==> src/rtl/jumpy_pkg.sv <==
// Shared definitions for the jumpy_hawk game: FSM states, LFSR taps,
// default screen/bird geometry and the BCD score helper.
package jumpy_pkg;

    typedef enum logic [2:0] {
        IDLE   = 3'd0,
        RUN    = 3'd1,
        UPDATE = 3'd2,
        FLOOR  = 3'd3,
        DEAD   = 3'd4
    } state_e;

    // Feedback taps at bits 7,5,4,3
    localparam logic [7:0] LFSR_TAPS = 8'b1011_1000;

    localparam int SCREEN_W_DEF = 160;
    localparam int SCREEN_H_DEF = 120;
    localparam int BIRD_X_DEF   = 40;
    localparam int BIRD_W_DEF   = 6;
    localparam int BIRD_H_DEF   = 6;

    function automatic logic [7:0] bcd_inc_sat(input logic [7:0] bcd);
        logic [7:0] res;
        if (bcd == 8'h99) begin
            res = bcd;
        end else if (bcd[3:0] == 4'd9) begin
            res = {bcd[7:4] + 4'd1, 4'd0};
        end else begin
            res = {bcd[7:4], bcd[3:0] + 4'd1};
        end
        return res;
    endfunction

endpackage

==> src/rtl/wall_engine_lfsr8.sv <==
// 8-bit Fibonacci LFSR with seed load and single-step enable; exposes the
// value it would take on the next step so callers can use it in the same cycle.
module lfsr8
    import jumpy_pkg::*;
#(
    parameter logic [7:0] SEED = 8'hA5
) (
    input  logic       clk,
    input  logic       reset,
    input  logic       load,
    input  logic       step,
    output logic [7:0] lfsr_next
);

    logic [7:0] lfsr_q;
    logic [7:0] lfsr_d;

    // Next value and register input selection
    always_comb begin
        lfsr_next = {lfsr_q[6:0], ^(lfsr_q & LFSR_TAPS)};
        if (load) begin
            lfsr_d = SEED;
        end else if (step) begin
            lfsr_d = lfsr_next;
        end else begin
            lfsr_d = lfsr_q;
        end
    end

    // LFSR state register
    always_ff @(posedge clk) begin
        if (reset) begin
            lfsr_q <= SEED;
        end else begin
            lfsr_q <= lfsr_d;
        end
    end

endmodule

==> src/rtl/wall_engine.sv <==
// Scrolling wall engine: moves N walls one per cycle through a shared
// datapath on each frame tick, detects bird hits and keeps a BCD score.
module wall_engine
    import jumpy_pkg::*;
#(
    parameter int         N_WALLS   = 3,
    parameter int         SCREEN_W  = SCREEN_W_DEF,
    parameter int         SCREEN_H  = SCREEN_H_DEF,
    parameter int         WALL_W    = 8,
    parameter int         GAP_H     = 32,
    parameter int         SPACING   = 56,
    parameter int         SPEED     = 1,
    parameter int         BIRD_X    = BIRD_X_DEF,
    parameter int         BIRD_W    = BIRD_W_DEF,
    parameter int         BIRD_H    = BIRD_H_DEF,
    parameter logic [7:0] LFSR_SEED = 8'hA5
) (
    input  logic                   clk,
    input  logic                   reset,
    input  logic                   start,
    input  logic                   frame_tick,
    input  logic [6:0]             bird_y,
    output logic                   busy,
    output logic                   done,
    output logic                   collision,
    output logic [7:0]             score_bcd,
    output logic [8*N_WALLS-1:0]   wall_x,
    output logic [7*N_WALLS-1:0]   gap_y
);

    // A period too short to clear the screen is widened so walls never pop in on-screen
    localparam int P_INT = (N_WALLS * SPACING < SCREEN_W + WALL_W) ?
                           (SCREEN_W + WALL_W) : (N_WALLS * SPACING);
    localparam int IW    = (N_WALLS > 1) ? $clog2(N_WALLS) : 1;

    localparam logic [IW-1:0] LAST_IDX = IW'(N_WALLS - 1);
    localparam logic [8:0]    P9       = 9'(P_INT);
    localparam logic [8:0]    SPEED9   = 9'(SPEED);
    localparam logic [8:0]    WALL9    = 9'(WALL_W);
    localparam logic [8:0]    BIRDX9   = 9'(BIRD_X);
    localparam logic [8:0]    BIRDXW9  = 9'(BIRD_X + BIRD_W);
    localparam logic [8:0]    BIRDH9   = 9'(BIRD_H);
    localparam logic [8:0]    SCRH9    = 9'(SCREEN_H);
    localparam logic [8:0]    GAPH9    = 9'(GAP_H);
    localparam logic [6:0]    GAP_INIT = 7'd40;

    function automatic logic [7:0] init_x(input int i);
        return 8'(P_INT - 1 - (N_WALLS - 1 - i) * SPACING);
    endfunction

    state_e        state_q, state_d;
    logic [7:0]    wall_x_q [N_WALLS];
    logic [6:0]    gap_y_q  [N_WALLS];
    logic [IW-1:0] idx_q;
    logic [6:0]    bird_q;
    logic          collision_q;
    logic [7:0]    score_q;

    logic [7:0]    lfsr_next;
    logic          lfsr_step_s;
    logic          respawn_s;
    logic [8:0]    x_old9, x_new9, gap9, bird9;
    logic [6:0]    gap_new_s;
    logic          cross_s, hit_s, floor_hit_s;

    lfsr8 #(.SEED(LFSR_SEED)) u_lfsr (
        .clk       (clk),
        .reset     (reset),
        .load      (start),
        .step      (lfsr_step_s),
        .lfsr_next (lfsr_next)
    );

    // FSM state register
    always_ff @(posedge clk) begin
        if (reset) begin
            state_q <= IDLE;
        end else begin
            state_q <= state_d;
        end
    end

    // FSM next-state logic; start overrides any state including an in-flight update
    always_comb begin
        state_d = state_q;
        if (start) begin
            state_d = RUN;
        end else begin
            case (state_q)
                IDLE:    state_d = IDLE;
                RUN:     state_d = frame_tick ? UPDATE : RUN;
                UPDATE:  state_d = (idx_q == LAST_IDX) ? FLOOR : UPDATE;
                FLOOR:   state_d = collision_q ? DEAD : RUN;
                DEAD:    state_d = DEAD;
                default: state_d = IDLE;
            endcase
        end
    end

    // FSM outputs and packed wall views for the renderer
    always_comb begin
        busy      = (state_q == UPDATE);
        done      = (state_q == FLOOR);
        collision = collision_q;
        score_bcd = score_q;
        wall_x    = '0;
        gap_y     = '0;
        for (int i = 0; i < N_WALLS; i++) begin
            wall_x[8*i +: 8] = wall_x_q[i];
            gap_y[7*i +: 7]  = gap_y_q[i];
        end
    end

    // Shared per-wall update datapath for the wall selected by idx_q
    always_comb begin
        x_old9      = {1'b0, wall_x_q[idx_q]};
        respawn_s   = (x_old9 < SPEED9);
        x_new9      = respawn_s ? (x_old9 + P9 - SPEED9) : (x_old9 - SPEED9);
        gap_new_s   = respawn_s ? 7'(8'd8 + (lfsr_next & 8'h3F)) : gap_y_q[idx_q];
        gap9        = {2'b00, gap_new_s};
        bird9       = {2'b00, bird_q};
        cross_s     = (x_old9 + WALL9 > BIRDX9) && (x_new9 + WALL9 <= BIRDX9);
        hit_s       = (x_new9 < BIRDXW9) && (x_new9 + WALL9 > BIRDX9) &&
                      ((bird9 < gap9) || (bird9 + BIRDH9 > gap9 + GAPH9));
        floor_hit_s = (bird9 + BIRDH9 > SCRH9);
        lfsr_step_s = (state_q == UPDATE) && respawn_s && !start;
    end

    // Wall, score and collision state; floor hit folds in on the last wall so it shows during done
    always_ff @(posedge clk) begin
        if (reset || start) begin
            for (int i = 0; i < N_WALLS; i++) begin
                wall_x_q[i] <= init_x(i);
                gap_y_q[i]  <= GAP_INIT;
            end
            idx_q       <= {IW{1'b0}};
            bird_q      <= 7'd0;
            collision_q <= 1'b0;
            score_q     <= 8'h00;
        end else begin
            case (state_q)
                RUN: begin
                    if (frame_tick) begin
                        idx_q  <= {IW{1'b0}};
                        bird_q <= bird_y;
                    end
                end
                UPDATE: begin
                    wall_x_q[idx_q] <= x_new9[7:0];
                    gap_y_q[idx_q]  <= gap_new_s;
                    if (cross_s && !collision_q) begin
                        score_q <= bcd_inc_sat(score_q);
                    end
                    if (hit_s || ((idx_q == LAST_IDX) && floor_hit_s)) begin
                        collision_q <= 1'b1;
                    end
                    idx_q <= (idx_q == LAST_IDX) ? {IW{1'b0}} : (idx_q + IW'(1));
                end
                default: begin
                end
            endcase
        end
    end

endmodule

==> config.mk <==
export PLATFORM = sky130hd
export DESIGN_NAME = wall_engine
export DESIGN_NICKNAME = d
export VERILOG_FILES = /design/src/rtl/jumpy_pkg.sv /design/src/rtl/wall_engine_lfsr8.sv /design/src/rtl/wall_engine.sv
export SDC_FILE = /design/constraint.sdc
export NUM_CORES = 1
export LEC_CHECK = 0
export CORE_AREA = 3 3 102 104
export CTS_BUF_LIST = sky130_fd_sc_hd__clkbuf_4
export CTS_CLUSTER_SIZE = 28
export DETAILED_ROUTE_END_ITERATION = 6
export DIE_AREA = 0 0 105 107
export PLACE_DENSITY = 0.8
export SLEW_MARGIN = 20
export SYNTH_ARGS = -nofsm -noshare
export SYNTH_HDL_FRONTEND = slang
export SYNTH_HIERARCHICAL = 1
export SYNTH_SLANG_ARGS = --single-unit
==> constraint.sdc <==
create_clock -name clk -period 3.87 [get_ports clk]
set_clock_uncertainty 0.2 [all_clocks]
set_input_delay 0.5805 -clock clk [delete_from_list [all_inputs] [get_ports clk]]
set_output_delay 0.5805 -clock clk [all_outputs]
set_load 0.01 [all_outputs]
# ---- Yosys cells after proc, flatten, opt, wreduce, memory -nomap -nowiden
# Memories as Yosys holds them, arrays and structs flattened. A register that Yosys moved wholly into a read port is not among the register bits.
# Index checks and enable logic that the tools add are counted.
dict set report word_totals {
  out_inout_bits 56
  elab_cells 86
  n_memories 2
  ramBits 45
  inputBits 11
  reg_bits 29
}
# name depth width read_ports rd_clocked_by_memory_dff write_ports line
set mem_list {}
lappend mem_list {wall_x_q 3 8 4 1 3 wall_engine.sv:52} ;# logic [7:0] wall_x_q [N_WALLS];
lappend mem_list {gap_y_q 3 7 4 1 3 wall_engine.sv:53} ;# logic [6:0] gap_y_q [N_WALLS];
dict set report op_classes {
  eq_ne 8
  reduce_logical 22
  magnitude_cmp 8
  n_addsub 11
  bitwise_logic 1
  mux 26
}
# cell count
set op_table {}
lappend op_table {{9-bit by 6-bit > comparator with 1-bit output (second input constant)} 2}
lappend op_table {{2-bit 2-to-1 mux} 9}
lappend op_table {{7-bit 2-to-1 mux} 2}
lappend op_table {{3-bit case mux with 4 select lines} 1}
lappend op_table {{8-bit by 4-bit adder with 9-bit output (second input constant)} 1}
lappend op_table {{8-bit by 8-bit adder with 9-bit output (second input constant)} 1}
lappend op_table {{9-bit by 4-bit adder with 9-bit output (second input constant)} 1}
lappend op_table {{9-bit by 8-bit > comparator with 1-bit output} 1}
lappend op_table {{9-bit by 6-bit <= comparator with 1-bit output (second input constant)} 1}
lappend op_table {{9-bit by 6-bit less-than comparator with 1-bit output (second input constant)} 1}
lappend op_table {{1-bit 2-to-1 mux} 9}
lappend op_table {{9-bit 2-to-1 mux} 1}
lappend op_table {{8-bit by 1-bit subtractor with 9-bit output (second input constant)} 1}
lappend op_table {{9-bit by 1-bit subtractor with 9-bit output (second input constant)} 1}
lappend op_table {{4-bit by 1-bit adder with 4-bit output (second input constant)} 2}
lappend op_table {{7-bit by 3-bit adder with 8-bit output (second input constant)} 1}
lappend op_table {{7-bit by 6-bit adder with 8-bit output (second input constant)} 1}
lappend op_table {{8-bit == test (second input constant)} 1}
lappend op_table {{8-bit by 7-bit > comparator with 1-bit output (second input constant)} 1}
lappend op_table {{8-bit by 1-bit less-than comparator with 1-bit output (second input constant)} 1}
lappend op_table {{8-bit 2-to-1 mux} 1}
lappend op_table {{8-bit OR reduction} 1}
lappend op_table {{8-bit parity} 1}
lappend op_table {{4-bit by 6-bit adder with 7-bit output (first input constant)} 1}
lappend op_table {{21 further kinds} 33}

# ---- Depth between registers and ports, before layout
# Gate-level depths: netlist (run 1).
dict set report logic_depth {
  ltp_word 9
  ltp_mapped 21
}

# ---- Hierarchy
# Netlist (run 1), hierarchy kept.
# mod area_per_inst_um2 instances cells_each
set by_module_without_submodules {}
lappend by_module_without_submodules {wall_engine 4429.2 1 388}
lappend by_module_without_submodules {lfsr8 377.9 1 38}

# ---- Worst setup path before layout (run 1)
# No wires, ideal clock.
dict set report synth_timing {
  kind {flip-flop to flip-flop}
  start {register (tool-made name)}
  end {register collision_q (netlist: collision)}
  arrival_time_ns 3.616
  period_less_slack_ns 3.935
  stages_incl_launch_ff 22
  t_required_ns 3.551
  path_slack_ns -0.065
  n_path_buf 3
  cell_sequence {dfxtp_1 buf_6 mux4_2 buf_2 inv_1 ha_1 inv_1 nor4_4 nand2_2 buf_2 a21oi_2 inv_1 ha_1 inv_1 ha_1 nand2_1 nor2_1 nand2_1 mux2i_1 a32oi_1 o21ai_1 a21oi_1}
}
# element line
set synth_rtl {}
lappend synth_rtl {{end signal, assigned} wall_engine.sv:138} ;# collision_q <= 1'b0;
lappend synth_rtl {{end signal, assigned} wall_engine.sv:155} ;# collision_q <= 1'b1;
lappend synth_rtl {{end, declared} wall_engine.sv:56} ;# logic collision_q;

==> results of run 1 <==
[area by class of cell]
type / instances / area [um^2] / share of cell area [%]
timing repair buffer: 102 / 931 / 15.7
multi-input combinational: 282 / 2190 / 36.9
inverter: 31 / 116 / 1.96
clock buffer: 10 / 75.1 / 1.26
tap: 133 / 166 / 2.80
clock inverter: 6 / 32.5 / 0.547
sequential: 91 / 2430 / 40.8
[routing by layer]
layer	wire, um	vias up
met5	0	-
met4	402	0
met3	794	26
met2	5450	156
met1	4880	1704
li1	-	1714
[state kept, by name, summed over array words and instances, names as in the netlist, named ones only]
register and flops:
u_lfsr/lfsr_q 8, collision 1, gap_y_q 28, bird_q 7
score_bcd 8, idx_q 2, wall_x_q 32, state_q 3
[stage by stage]
stage               worst slack (ps)  hold slack [ps]
floorplan                       60.5              244
global placement                 138              253
detailed placement             -1.60              277
CTS                             40.3              309
global route                   -19.0              355
finish                           192              306
[cells in the final DEF, fill, tap and decap left out, types with 3 or more instances in the layout]
cell type / n
or4_4: 3
clkinv_1: 3
nand3_1: 7
and3_1: 4
mux4_1: 7
nand4_1: 3
xnor2_1: 13
buf_4: 36
and2_1: 4
a21oi_1: 15
clkdlybuf4s50_1: 66
o22ai_1: 3
dfxtp_1: 29
or3_1: 4
clkbuf_4: 10
xor2_1: 3
o21ai_0: 9
nand2b_1: 3
inv_1: 29
nand2_1: 42
edfxtp_1: 60
a31oi_1: 4
mux4_2: 8
ha_1: 17
or2_2: 4
nor2_1: 62
mux2i_1: 12
[worst min-delay path, stage by stage, from the launching register on]
cell and delay (ps):
dfxtp_1 350, mux2i_1 70, nand2_1 60
[how the worst max path moves through the flow]
| stage | end | start | slack, ps |
|---|---|---|---|
| after floorplan | collision$_SDFFE_PP0P_ | register | 60 |
| after global placement | collision$_SDFFE_PP0P_ | register | 140 |
| after detailed placement | collision$_SDFFE_PP0P_ | register | -2 |
| after CTS | collision$_SDFFE_PP0P_ | register | 40 |
| after global routing | collision$_SDFFE_PP0P_ | wall_x_q[2][3]$_SDFFCE_PN0P_ | -20 |
| final | collision$_SDFFE_PP0P_ | wall_x_q[2][3]$_SDFFCE_PN0P_ | 190 |
[timing repair]
action,4_1_cts,5_1_grt
resized for setup,1,14
pin swaps,0,5
setup endpoints to repair,1,3
buffers inserted,0,10
[report_power, final]
group | internal (mW) | switching [mW] | leakage [nW]
combinational | 0.0619 | 0.0698 | 1.27
sequential | 1.04 | 0.00800 | 0.791
clock | 0.133 | 0.315 | 0.0589
==> impl_metrics.env, run 1 <==
export IMPL_min_period_over_period_pct=95.0
export IMPL_drc=0
export IMPL_slowest_stage="mux4_2"
export IMPL_clock_latency_ps=460
export IMPL_hold_violations=0
export IMPL_fmax_ghz=0.272
export IMPL_path_delay_family="multiplexers"
export IMPL_fin_util_pct=61.7
export IMPL_slew_viol_final=0
export IMPL_synthCells=424
export IMPL_numClockSinks=91
export IMPL_p_leak_nw=2.12
export IMPL_first_pass_iters=6
export IMPL_cts_tree="yes"
export IMPL_clk_pin_slew_worst_paths_ps=140
export IMPL_ctsHoldBuffers=0
export IMPL_r2r_cells=17
export IMPL_max_stage_delay_ps=520
export IMPL_hold_path_depth=2
export IMPL_die_area_mm2=0.0112
export IMPL_power_density_mw_per_mm2=274
export IMPL_grt_use_total_pct=21.1
export IMPL_num_antenna_cells=0
export IMPL_critPathLaunchType="register"
export IMPL_wl_per_cell_um=17.6
export IMPL_crit_buf_inv=4
export IMPL_synth_avg_cell_area_um2=11.3
export IMPL_use_met2_pct=33.3
export IMPL_worstSetupPathType="reg -> reg"
export IMPL_max_cap_violations=0
export IMPL_min_to="u_lfsr/lfsr_q[7]$_SDFFE_PP1P_"
export IMPL_dieHeight_um=107
export IMPL_routed_wl_mm=11.5
export IMPL_finalWeightedCongestion=0.966
export IMPL_grt_util_met1_pct=27.5
export IMPL_worst_ep_arrival_time_ps=3890
export IMPL_place_hpwl_mm=8.29
export IMPL_n_fill_cell=810
export IMPL_endpoint_kind="register"
export IMPL_numCtsBuffers=9
export IMPL_clk_path_buf_depth=2
export IMPL_cp_cell_sequence="mux4_2, inv_2, ha_1, inv_1, nor4_4, nand2_4, mux2_4, inv_1, buf_4, ha_1, o21a_1, o21ai_0, nand2b_1, maj3_1, o211ai_1, a21oi_1, a21oi_1"
export IMPL_max_slew_worst_pin_slew_ps=920
export IMPL_design_area_mm2=0.00594
export IMPL_grt_max_degree=23
export IMPL_viasPerCell=5.50
export IMPL_grt_ovfl_total=0
export IMPL_postRouteAntennaNets=0
export IMPL_fp_dieW_um=105
export IMPL_tns_ps=0
export IMPL_required_ps=4080
export IMPL_min_path_type="reg -> reg"
export IMPL_rows=36
export IMPL_power_mw=1.63
export IMPL_dpl_cell_area_mm2=0.00570
export IMPL_place_inst=629
export IMPL_max_vdd_ir_drop_v=0.000130
export IMPL_ios=67
export IMPL_use_met3_pct=3.73
export IMPL_hold_path_startpoint="u_lfsr/lfsr_q[6]$_SDFFE_PP0P_"
export IMPL_num_nets_final=546
export IMPL_max_slew_margin_pct=37.8
export IMPL_clock_root_buffer="clkbuf_4"
export IMPL_timing_rr_start="wall_x_q[2][3]$_SDFFCE_PN0P_"
export IMPL_cp_depth=17
export IMPL_antenna_found_initial=0
export IMPL_syn_area_mm2=0.00479
export IMPL_drt_iter0_drc=218
export IMPL_r2r_slack_ps=190
export IMPL_coreArea_mm2=0.00964
export IMPL_htreeDepth=3
export IMPL_crit_fanout=7
export IMPL_setup_viol=0
export IMPL_drive_above_1_share_pct=17.0
export IMPL_io_buffers=66
export IMPL_num_vias=3600
export IMPL_post_route_min_period_ps=3680
export IMPL_grt_pass1_vias=3486
export IMPL_final_cells=655
export IMPL_initial_core_util_pct=49.7
export IMPL_ys_warn_count=6
export IMPL_syn_to_final_growth_pct=24.0
export IMPL_synth_fp_nets=453
export IMPL_status="finished clean"
export IMPL_busiest_layer="met2"
export IMPL_r2r_end="collision$_SDFFE_PP0P_"
export IMPL_grt_pass1_wl_mm=18.2
Power figures use the tool's default switching activity.
==> inputs of run 2 (changes only) <==
- CORE_AREA: 3 3 102 104 -> 3 3 93 95
- DIE_AREA: 0 0 105 107 -> 0 0 96 98
- PLACE_DENSITY: 0.8 -> 0.9
- SETUP_SLACK_MARGIN: unset -> 0.5
- SYNTH_HIERARCHICAL: 1 -> unset
- clock period: 3.87 -> 4.57 ns (I/O delays scaled with it)
==> run 2 against run 1 <==
Effect of this change:
- highest routed layer unchanged
- critical path type unchanged
- sequential power decreased by 15%
- worst hold slack got worse by 27 ps
- non-clock buffer count fell by 9
- critical path depth decreased by 1
- global-route usage is 5.5 points higher
- total power down 7.9%
==> impl_metrics.env, run 2 <==
export IMPL_status="finished clean"
export IMPL_fmax_ghz=0.248
export IMPL_muxShareOfSynthArea_pct=11.1
export IMPL_finalWeightedCongestion=0.973
export IMPL_routed_wl_mm=12.6
export IMPL_n_fill_cell=519
export IMPL_synthCells=440
export IMPL_crit_fanout=4
export IMPL_crit_start="wall_x_q[2][3]$_SDFFCE_PN0P_"
export IMPL_setup_viol=0
export IMPL_path_delay_family="simple AND/OR/NAND/NOR gates"
export IMPL_max_slew_worst_pin_slew_ps=908
export IMPL_htreeDepth=3
export IMPL_final_cells=631
export IMPL_endpoint_kind="register"
export IMPL_drt_iter0_drc=456
export IMPL_post_route_min_period_ps=4040
export IMPL_synthArstFlopShare_pct=0
export IMPL_rsz0062_at_grt="yes"
export IMPL_num_antenna_cells=0
export IMPL_max_vdd_ir_drop_v=0.000126
export IMPL_synth_ff_latch_count=91
export IMPL_timing_rr_start="wall_x_q[2][3]$_SDFFCE_PN0P_"
export IMPL_switching_share_pct=23.1
export IMPL_synth_top_family_by_area="simple AND/OR/NAND/NOR gates"
export IMPL_regMostFlops="wall_x_q"
export IMPL_io_buffers=66
export IMPL_cp_cell_sequence="mux4_2, inv_2, ha_4, inv_1, or4_4, nor3_4, or2_4, inv_1, ha_1, inv_1, ha_1, and2_4, a221oi_1, a41oi_2, o2111ai_2, o211ai_1"
export IMPL_dieHeight_um=98
export IMPL_synth_cell_types=58
export IMPL_p_comb_share_pct=7.3
export IMPL_numClockSinks=91
export IMPL_synth_compound_area_share_pct=8.38
export IMPL_p_leak_nw=2.13
export IMPL_syn_area_mm2=0.00478
export IMPL_cts_tree="yes"
export IMPL_max_stage_delay_ps=580
export IMPL_ctsHoldBuffers=0
export IMPL_power_internal_mw=1.15
export IMPL_grt_pass1_vias=3566
export IMPL_clk_path_buf_depth=2
export IMPL_num_vias=3932
export IMPL_multiInputGateArea_mm2=0.00218
export IMPL_reg_largest_list="wall_x_q (32), gap_y_q (28)"
export IMPL_synth_xor_area_share_pct=2.93
export IMPL_wl_per_cell_um=19.9
export IMPL_synth_common_cells="nand2_1, edfxtp_1, nor2_1"
export IMPL_first_pass_iters=7
export IMPL_synth_edff_count=60
export IMPL_max_slew_margin_pct=39.3
export IMPL_place_inst=604
export IMPL_clock_root_buffer="clkbuf_4"
export IMPL_clock_latency_ps=460
export IMPL_pwr_share_clk_pct=33.3
export IMPL_power_share_sequential_pct=59.3
export IMPL_hold_path_depth=2
export IMPL_r2r_end="collision$_SDFFE_PP0P_"
export IMPL_ios=67
export IMPL_layout_common_cells="clkdlybuf4s50_1, nand2_1, edfxtp_1, nor2_1, dfxtp_1"
export IMPL_grt_max_degree=28
export IMPL_ys_seq_area_share_pct=50.7
export IMPL_yosys_area_share_simple_pct=17.3
export IMPL_viasPerCell=6.23
export IMPL_layout_commonest_cell="clkdlybuf4s50_1"
export IMPL_yosys_top_cells_area="edfxtp_1, dfxtp_1, mux4_1, nand2_1, ha_1"
export IMPL_fin_util_pct=75.1
export IMPL_synth_top_area_share_pct=37.7
export IMPL_worst_ep_arrival_time_ps=4180
export IMPL_drc=0
export IMPL_cp_depth=16
export IMPL_synth_avg_cell_area_um2=10.9
export IMPL_yosys_most_used_dff="edfxtp_1"
export IMPL_power_mw=1.50
export IMPL_hold_worst_slack_ps=279
export IMPL_p_switching_mw=0.347
export IMPL_seq_area_mm2=0.00243
export IMPL_postRouteAntennaNets=0
export IMPL_yosysMostFrequentCell="nand2_1"
export IMPL_worstSetupPathType="reg -> reg"
export IMPL_hold_violations=0
export IMPL_r2r_slack_ps=530
export IMPL_antenna_found_initial=0
export IMPL_crit_end="collision$_SDFFE_PP0P_"
export IMPL_power_density_mw_per_mm2=256
export IMPL_max_cap_violations=0
export IMPL_place_hpwl_mm=8.87
export IMPL_r2r_cells=16
export IMPL_tns_ps=0
export IMPL_syn_to_final_growth_pct=22.8
export IMPL_required_ps=4710
export IMPL_largest_reg_flops=32
export IMPL_crit_buf_inv=4
export IMPL_synth_top_area_cell="edfxtp_1"
export IMPL_critPathMostFrequentCell="inv_1"
export IMPL_slew_viol_final=0
export IMPL_synth_fp_nets=469
export IMPL_initial_core_util_pct=61.2
export IMPL_num_nets_final=554
export IMPL_rows=32
export IMPL_fp_dieW_um=96
export IMPL_min_period_over_period_pct=88.3
export IMPL_drive_above_1_share_pct=13.8
export IMPL_grt_pass1_wl_mm=19.0
export IMPL_synth_fa_ha_area_share_pct=4.92
export IMPL_die_area_mm2=0.00941
export IMPL_grt_use_total_pct=26.5
export IMPL_clk_pin_slew_worst_paths_ps=150
export IMPL_min_path_type="reg -> reg"
export IMPL_numCtsBuffers=9
export IMPL_coreArea_mm2=0.00781
export IMPL_ys_warn_count=0
export IMPL_grt_ovfl_total=0
export IMPL_slowest_stage="or4_4"
export IMPL_critPathLaunchType="register"
-- run 2: final cells by class --
type | instances | share of cell area [%]
tap | 102 | 2.18
inverter | 31 | 1.98
sequential | 91 | 41.4
clock inverter | 6 | 1.54
timing repair buffer | 93 | 14.7
clock buffer | 9 | 1.15
multi-input combinational | 299 | 37.1
-- run 2: per-stage QoR --
stage,worst slack [ps],instance area (um^2)
2_1_floorplan,530,4800
3_3_place_gp,289,5580
3_5_place_dp,204,5580
4_1_cts,508,5770
5_1_grt,443,5870
6_report,534,5870
-- run 2: worst min-delay path by stage --
stage,startpoint,to
finish,u_lfsr.lfsr_q[6]$_SDFFE_PP0P_,u_lfsr.lfsr_q[6]$_SDFFE_PP0P_
global route,u_lfsr.lfsr_q[6]$_SDFFE_PP0P_,u_lfsr.lfsr_q[7]$_SDFFE_PP1P_
CTS,u_lfsr.lfsr_q[6]$_SDFFE_PP0P_,u_lfsr.lfsr_q[6]$_SDFFE_PP0P_
detailed placement,u_lfsr.lfsr_q[6]$_SDFFE_PP0P_,u_lfsr.lfsr_q[6]$_SDFFE_PP0P_
global placement,u_lfsr.lfsr_q[6]$_SDFFE_PP0P_,u_lfsr.lfsr_q[6]$_SDFFE_PP0P_
floorplan,u_lfsr.lfsr_q[6]$_SDFFE_PP0P_,u_lfsr.lfsr_q[6]$_SDFFE_PP0P_
-- run 2: metal layers --
| layer | global-route usage, % | up-vias | part of all wire (%) |
|---|---|---|---|
| li1 | - | 1754 | - |
| met1 | 36.8 | 1911 | 41 |
| met2 | 42.1 | 228 | 48 |
| met3 | 3.39 | 39 | 8.4 |
| met4 | 10.6 | 0 | 2.4 |
| met5 | 0 | - | 0 |
-- run 2: timing repair --
item | in CTS | in global routing
resized for setup | 4 | 13
pin swaps | 1 | 9
endpoints found under the setup margin | 4 | 4
setup buffers | 2 | 10
-- run 2: worst min-delay path, cell delays in order, from the launching register on --
cell and delay [ps]:
dfxtp_1 340, nand2_1 50, a21oi_1 50
-- run 2: cells by family after synthesis --
family | after synthesis
DFF | 91
muxes | 29
xor gates and xnor gates | 16
buffers and inverters | 50
adders and majority gates | 19
AOI/OAI and AO/OA | 63
and+or+nand+nor | 172
-- run 2: power groups by stage --
stage / clock network [mW] / logic, mW / registers [mW]
after CTS: 0.498 / 0.106 / 0.890
after floorplan: 0 / 0.0527 / 0.912
final: 0.500 / 0.110 / 0.890
after global placement: 0 / 0.101 / 0.908
after detailed placement: 0 / 0.104 / 0.909
after global routing: 0.535 / 0.118 / 0.892
